`config.mk`:
```
export PLATFORM = sky130hd
export DESIGN_NAME = regfile_write_packer
export DESIGN_NICKNAME = d
export VERILOG_FILES = /design/src/rtl/regfile_write_packer.sv
export SDC_FILE = /design/constraint.sdc
export NUM_CORES = 1
export LEC_CHECK = 0
export CORE_MARGIN = 3
export CORE_UTILIZATION = 40
export CTS_CLUSTER_SIZE = 10
export DETAILED_ROUTE_END_ITERATION = 12
export PLACE_DENSITY = 0.8
export SYNTH_ARGS = -nofsm -noshare
export SYNTH_HDL_FRONTEND = slang
export SYNTH_SLANG_ARGS = --single-unit
```
`constraint.sdc`:
```
create_clock -name clk -period 1.6 [get_ports clk]
set_input_delay 0.16 -clock clk [delete_from_list [all_inputs] [get_ports clk]]
set_output_delay 0.16 -clock clk [all_outputs]
set_load 0.01 [all_outputs]
```
`src/rtl/regfile_write_packer.sv`:
```
// Packs pairs of WIDTH-bit products into 2*WIDTH-bit register-file words.
// Writes go to consecutive addresses until the file is full.
module regfile_write_packer #(
    parameter int WIDTH      = 8,
    parameter int DEPTH      = 16,
    parameter int ADDR_WIDTH = 4
) (
    input  logic                    clk,
    input  logic                    rst_n,
    input  logic                    in_valid,
    output logic                    in_ready,
    input  logic [WIDTH-1:0]        in_data,
    input  logic                    flush,
    input  logic                    clear,
    output logic                    wr_en,
    output logic [ADDR_WIDTH-1:0]   wr_addr,
    output logic [2*WIDTH-1:0]      wr_data,
    output logic [ADDR_WIDTH:0]     count,
    output logic                    full
);

    typedef enum logic {
        ST_EMPTY = 1'b0,
        ST_HALF  = 1'b1
    } state_t;

    localparam logic [ADDR_WIDTH:0]   DEPTH_C  = (ADDR_WIDTH+1)'(DEPTH);
    localparam logic [ADDR_WIDTH:0]   CNT_ONE  = (ADDR_WIDTH+1)'(1);
    localparam logic [ADDR_WIDTH-1:0] PTR_ONE  = ADDR_WIDTH'(1);
    localparam logic [ADDR_WIDTH-1:0] PTR_LAST = ADDR_WIDTH'(DEPTH - 1);

    state_t                  state_r;
    state_t                  state_nx_s;
    logic [WIDTH-1:0]        lo_r;
    logic [WIDTH-1:0]        lo_nx_s;
    logic [ADDR_WIDTH-1:0]   ptr_r;
    logic [ADDR_WIDTH:0]     count_r;
    logic                    full_r;
    logic                    wr_en_r;
    logic [ADDR_WIDTH-1:0]   wr_addr_r;
    logic [2*WIDTH-1:0]      wr_data_r;
    logic                    accept_s;
    logic                    issue_s;
    logic [2*WIDTH-1:0]      word_s;

    // Readiness depends only on registered state so it never loops back through in_valid.
    assign in_ready = rst_n && !full_r;
    assign accept_s = in_valid && in_ready;

    assign wr_en   = wr_en_r;
    assign wr_addr = wr_addr_r;
    assign wr_data = wr_data_r;
    assign count   = count_r;
    assign full    = full_r;

    // Next state, low-half capture and write-issue decision.
    always_comb begin
        state_nx_s = state_r;
        lo_nx_s    = lo_r;
        issue_s    = 1'b0;
        word_s     = wr_data_r;
        case (state_r)
            ST_EMPTY: begin
                if (accept_s && flush) begin
                    issue_s = 1'b1;
                    word_s  = {{WIDTH{1'b0}}, in_data};
                end else if (accept_s) begin
                    state_nx_s = ST_HALF;
                    lo_nx_s    = in_data;
                end else begin
                    state_nx_s = ST_EMPTY;
                end
            end
            ST_HALF: begin
                // A completing product takes precedence over a concurrent flush.
                if (accept_s) begin
                    issue_s    = 1'b1;
                    word_s     = {in_data, lo_r};
                    state_nx_s = ST_EMPTY;
                end else if (flush) begin
                    issue_s    = 1'b1;
                    word_s     = {{WIDTH{1'b0}}, lo_r};
                    state_nx_s = ST_EMPTY;
                end else begin
                    state_nx_s = ST_HALF;
                end
            end
            default: begin
                state_nx_s = ST_EMPTY;
            end
        endcase
    end

    // State, pointer, fill level and write-port registers; clear overrides everything.
    always_ff @(posedge clk or negedge rst_n) begin
        if (!rst_n) begin
            state_r   <= ST_EMPTY;
            lo_r      <= {WIDTH{1'b0}};
            ptr_r     <= {ADDR_WIDTH{1'b0}};
            count_r   <= {(ADDR_WIDTH+1){1'b0}};
            full_r    <= 1'b0;
            wr_en_r   <= 1'b0;
            wr_addr_r <= {ADDR_WIDTH{1'b0}};
            wr_data_r <= {(2*WIDTH){1'b0}};
        end else if (clear) begin
            state_r <= ST_EMPTY;
            lo_r    <= {WIDTH{1'b0}};
            ptr_r   <= {ADDR_WIDTH{1'b0}};
            count_r <= {(ADDR_WIDTH+1){1'b0}};
            full_r  <= 1'b0;
            wr_en_r <= 1'b0;
        end else begin
            state_r <= state_nx_s;
            lo_r    <= lo_nx_s;
            wr_en_r <= issue_s;
            if (issue_s) begin
                wr_addr_r <= ptr_r;
                wr_data_r <= word_s;
                ptr_r     <= (ptr_r == PTR_LAST) ? {ADDR_WIDTH{1'b0}} : ptr_r + PTR_ONE;
                count_r   <= count_r + CNT_ONE;
                full_r    <= ((count_r + CNT_ONE) == DEPTH_C);
            end else begin
                ptr_r   <= ptr_r;
                count_r <= count_r;
                full_r  <= full_r;
            end
        end
    end

endmodule

```
==> run metrics <==
GP Congestion=0.708; critical path capture point type=flip-flop; final non-filler cell total=264; startpoint types=flip-flop; placed wire-length estimate=2790 um; share of post-route cells with drive strength above 1=19.2%; status=complete, but fails checks; Post-route DRC=0; clk sinks=40; PortBufs=40; most frequent cells in the layout=dfrtp_1, clkdlybuf4s50_1, o21ai_0; placed insts=253; routed len/inst=15.3 um; Rows=23; reg2reg setup slack=-30 ps; CP required=1790 ps; Yosys Warn Count=0; Final nets=229; Final setup viols=10; kind of critical path=reg2reg; die area=0.00526 mm2; Initial DRC Count=106; clock tree buffer depth=2; Met1 Wirelength=1790 um; die width=72.5 um; achievable frequency=613 MHz; total chip power=2.21 mW; Root Driver=clkbuf_8; drt pass-1 iters=4; most common cell after layout, fill and taps aside=dfrtp_1; Hold Crit Class=in2reg; relative slew slack=63.0%; LEAKAGE=1.10 nW; Overall Global Routing Usage=16.8%; CP max FO=6; first-pass GRT wire length=6750 um; max cap viols=0; Highest Signal Layer=met4; htree depth=2; unrepaired setup endpoints after global routing=yes; DR WL met3=216 um; # diodes=0; area grow syn2layout=38.2%; period utilization=102%; worst path cell trace=nand3b_4 -> maj3_2 -> or2_4 -> mux2_4; Yosys reg bits=40; worst slew pin tran=553 ps; Synth Area per Inst=11.3 um2; Initial Util=42.7%; Mapped Area=0.00177 mm2; antenna violations before repair=0; failing checks=negative setup slack; hold-critical path endpoint=state_r$_DFF_PN0_; largest net degree at the start of global routing=41; Final Hold Vio Count=0; reg2reg end=wr_addr[3]$_DFFE_PN0P_; global route overflow=0; max-slew violation count=0; CP max-delay cell=dfrtp_1; CP Data Arrival Time=1820 ps; launch point of the worst path=full$_DFFE_PN0P_; Post-Route Skew=7.58 ps; core area=0.00414 mm2; Clk Latency, worst-skew pair=300 ps; CTS clock-pin slew for the worst setup and hold paths=80 ps; Seq/Total Area, Yosys=56.5%; Post-Syn Instances=156; I/O pin count=41; Hold Path Origin=rst_n; Routed WL=4050 um; vias=1395; met2 WL=1980 um; Die Ht=72.5 um; CTS tree=yes; CTS Buf Count=5; RR Startpoint=full$_DFFE_PN0P_; R2R cell count=4; Final Critical Period=1630 ps; Final TNS setup=-136 ps; Via density=5.28; peak supply drop=0.541 mV; Placed Area=0.00230 mm2; Largest stage delay, worst path=380 ps; Cells on Worst Hold Path=6; Final ANT Viol Nets=0; PwrDens=902 mW/mm2; post-route setup slack=-31.7 ps; cell area after layout=0.00245 mm2; count of different cell masters after synthesis=31; post-synth net total=172; vias in the first global route=1417
==> registers in the layout, indices dropped and copies added, names as in the netlist <==
name     flops
count        5
full         1
lo_r         8
ptr_r        4
state_r      1
wr_addr      4
wr_data     16
wr_en        1
==> where the power goes <==
| part | internal (mW) | switching, mW |
|---|---|---|
| sequential | 1.09 | 0.0438 |
| combinational | 0.223 | 0.185 |
| clock | 0.304 | 0.364 |
==> cell families (layout without fill, tap and decap cells) <==
logic type,after synthesis,in the layout,share of synthesized area [%]
DFF,40,40,56.5
buffers and inverters,14,71,3.53
and+or+nand+nor,29,30,9.05
adders and majority gates,4,4,2.76
muxes,14,14,8.62
AOI/OAI and AO/OA,50,50,17.0
xor gates and xnor gates,5,5,2.47
==> stage by stage <==
stage | utilization (%) | worst slack [ps] | hold WS, ps
floorplan | - | -149 | -136
finish | 59.0 | -31.7 | 469
global route | 59.0 | -69.0 | 500
detailed placement | 55.5 | -282 | 320
global placement | 55.5 | -216 | 316
CTS | 58.0 | -14.2 | 373
==> Yosys cell counts (all sizes together) <==
cell | n | area [um2]
nand3b | 1 | 20.0
mux2 | 4 | 52.6
nor2 | 5 | 18.8
ha | 3 | 37.5
and3 | 1 | 6.26
and2 | 1 | 6.26
o21ai | 30 | 150
xor2 | 3 | 26.3
inv | 6 | 22.5
xnor2 | 2 | 17.5
a31oi | 1 | 6.26
or3 | 5 | 31.3
o31ai | 1 | 7.51
or2 | 1 | 8.76
nor3 | 4 | 20.0
maj3 | 1 | 11.3
mux2i | 10 | 100
nor2b | 1 | 6.26
nand2 | 7 | 26.3
nor4 | 1 | 6.26
a21oi | 5 | 25.0
nand3 | 2 | 10.0
dfrtp | 40 | 1000
a22o | 12 | 105
o211ai | 1 | 7.51
buf | 3 | 21.3
clkbuf | 5 | 18.8
==> worst max-delay path: cells and delay by family, from the launching register on <==
kind / cells / cell delay (ps)
fa+ha+maj: 1 / 350
flops: 1 / 380
mux: 1 / 310
simple gates: 2 / 470
==> worst max-delay path by stage <==
| stage | endpoint | slack (ps) | cells after the start |
|---|---|---|---|
| 2_1_floorplan | wr_addr[2]$_DFFE_PN0P_ | -150 | 5 |
| 3_3_place_gp | count[4]$_DFFE_PN0P_ | -220 | 6 |
| 3_5_place_dp | wr_data[13]$_DFFE_PN0P_ | -280 | 6 |
| 4_1_cts | wr_addr[3]$_DFFE_PN0P_ | -10 | 4 |
| 5_1_grt | wr_addr[3]$_DFFE_PN0P_ | -70 | 4 |
| 6_report | wr_addr[3]$_DFFE_PN0P_ | -30 | 4 |
==> final cells by class <==
type / count / area [um2]
Multi-Input combinational cell: 103 / 741
Tap cell: 50 / 62.6
Inverter: 6 / 22.5
Sequential cell: 40 / 1000
Timing Repair Buffer: 57 / 532
Fill cell: 370 / 1700
Clock buffer: 5 / 68.8
Clock inverter: 3 / 18.8
==> metal layers <==
metal / track usage, % / vias up
met5: 0 / -
met4: 6.35 / 0
met3: 4.71 / 7
met2: 26.5 / 39
met1: 21.9 / 673
li1: - / 676
==> what timing repair did <==
action,in CTS,in global routing
pin swaps,1,4
buffers inserted,0,1
gates cloned,0,1
setup endpoints to repair,12,20
hold buffers,1,0
hold endpoints to repair,27,0
gates resized for setup,5,13
Power figures use the tool's default switching activity.
==> edit, RTL diff (config.mk and constraints unchanged) <==
Change the parameter `WIDTH` from 8 to 10.
--- a/src/rtl/regfile_write_packer.sv
+++ b/src/rtl/regfile_write_packer.sv
@@ -2,5 +2,5 @@
 // Writes go to consecutive addresses until the file is full.
 module regfile_write_packer #(
-    parameter int WIDTH      = 8,
+    parameter int WIDTH      = 10,
     parameter int DEPTH      = 16,
     parameter int ADDR_WIDTH = 4
Interface: changed (resized in_data and wr_data); port bits go from 41 to 47. No check against the original RTL was run, so the function may have changed too.
==> edit against the unedited design <==
The run still ends with negative setup slack left. Combinational power rose by 22%. Global-route usage fell by 1.3 points. Power is 14% higher. Critical endpoint is now wr_addr[1]. Largest power group unchanged. Via count rose by 13%. Largest cell class unchanged. Sequential share of layout area rose by 0.78 points. Area after synthesis grew 13%. Routed wire length grew 8.2%. Synthesized cell count up 7.1%. Clock skew down 0.0014 ns. Sequential cell count rose by 6. First-iteration DRC count down 9.4%. Clock power grew 5.5%. Final area grew 13%. Worst setup slack gained 0.014 ns.
==> edit: results (changes against the unedited design) <==
outcome finished with violations; share of cells above drive strength 1 19.9% (+0.75 points); Synth cell types 30 (-3.2%); Num CTS Buffers 5 (unchanged); CP max FO 4 (-2); most instantiated cells after synthesis dfrtp_1 (46), a22o_1 (18), o21ai_0 (15), mux2i_1 (13), o21ai_1 (10); max FFs per register 20 (+4); skew final 0.00617 ns (-0.00142 ns); Slew headroom 62.9% (-0.066 points); H-tree lvl count 2 (unchanged); failing checks negative setup slack; largest net degree at the start of global routing 47 (+15%); maximum VDD drop 0.000486 V (-10%); Vias 1571 (+13%); pre-CTS setup slack -0.302 ns (-0.0200 ns); RePlAce Congestion 0.755 (+6.6%); # fillers 405 (+9.5%); worst setup margin -0.0180 ns (+0.0137 ns); Lkg Pwr 1.23 nW (+13%); IO buf count 46 (+15%); DR iter-0 viols 96 (-9.4%); worst skew pair latency 0.30 ns (about the same); global-route wire length before repair 7.33 mm (+8.7%); Synth area leaders dfrtp_1 (57%), a22o_1 (7.9%), mux2i_1 (6.5%); Root Driver clkbuf_8; Post-DP HPWL 3.00 mm (+7.8%); Placed Area 2640 µm² (+15%); Synthesized Nets 185 (+7.6%); Arrival @ worst endpoint 1.80 ns (-0.02 ns); # setup viols final 6 (-4); Syn-to-layout area delta 37.7%; routed len/inst 14.7 µm (-4.2%); Global Route Usage Sum 15.5% (-1.3 points); Net count, final 248 (+8.3%); vias in the first global route 1491 (+5.2%)
## edit: layer usage
metal	share of wire (%)	vias up	track usage, %
li1	-	730	-
met1	47	770	21.7
met2	45	63	22.8
met3	5.9	8	3.17
met4	1.9	0	7.25
met5	0	-	0
## edit: report_power, final
group	leakage, nW	internal, mW	total (mW)	switching [mW]
logic	0.567	0.278	0.497	0.218
registers	0.622	1.26	1.32	0.0608
clock network	0.0441	0.307	0.705	0.398
total	1.23	1.84	2.52	0.677
## edit: stage by stage
stage,hold WS [ns],TNS [ns],instances
2_1_floorplan,-0.136,-2.58,167
3_3_place_gp,0.362,-7.75,290
3_5_place_dp,0.373,-8.75,290
4_1_cts,0.0485,-0.362,298
5_1_grt,0.0740,-1.33,298
6_report,0.0171,-0.0762,298
## edit: cells by family (layout without fill, tap and decap cells)
kind of cell | count (synthesis) | in the layout | share of synthesized area, %
simple gates | 29 | 29 | 8.30
mux | 19 | 19 | 9.86
buf+inv | 14 | 78 | 3.18
fa+ha+maj | 4 | 4 | 2.43
xor+xnor | 5 | 5 | 2.19
flops | 46 | 46 | 57.4
compound gates | 50 | 50 | 16.6
## edit: final cells by class
type	count	area share (%)
flip-flops and latches	46	41.7
clock buffers	5	2.49
clock inverters	3	0.771
inverters	5	0.680
well taps	67	3.04
multi-input cells	107	29.4
repair buffers	65	21.9
## edit: repair_timing
action	4_1_cts	5_1_grt
resized for setup	5	14
pin swaps	3	2
hold buffers	0	0
endpoints found under the setup margin	18	40
## edit: worst paths after layout
path | slack (ns) | from | end
max | -0.02 | full | wr_addr[1]
min | 0.02 | rst_n | wr_data[19]
max reg2reg | -0.02 | full | wr_addr[1]
min reg2reg | 0.51 | wr_data[6] | wr_data[6]
max in group asynchronous | 1.20 | rst_n | wr_data[12]
min in group clk | 0.30 | rst_n | wr_data[15]
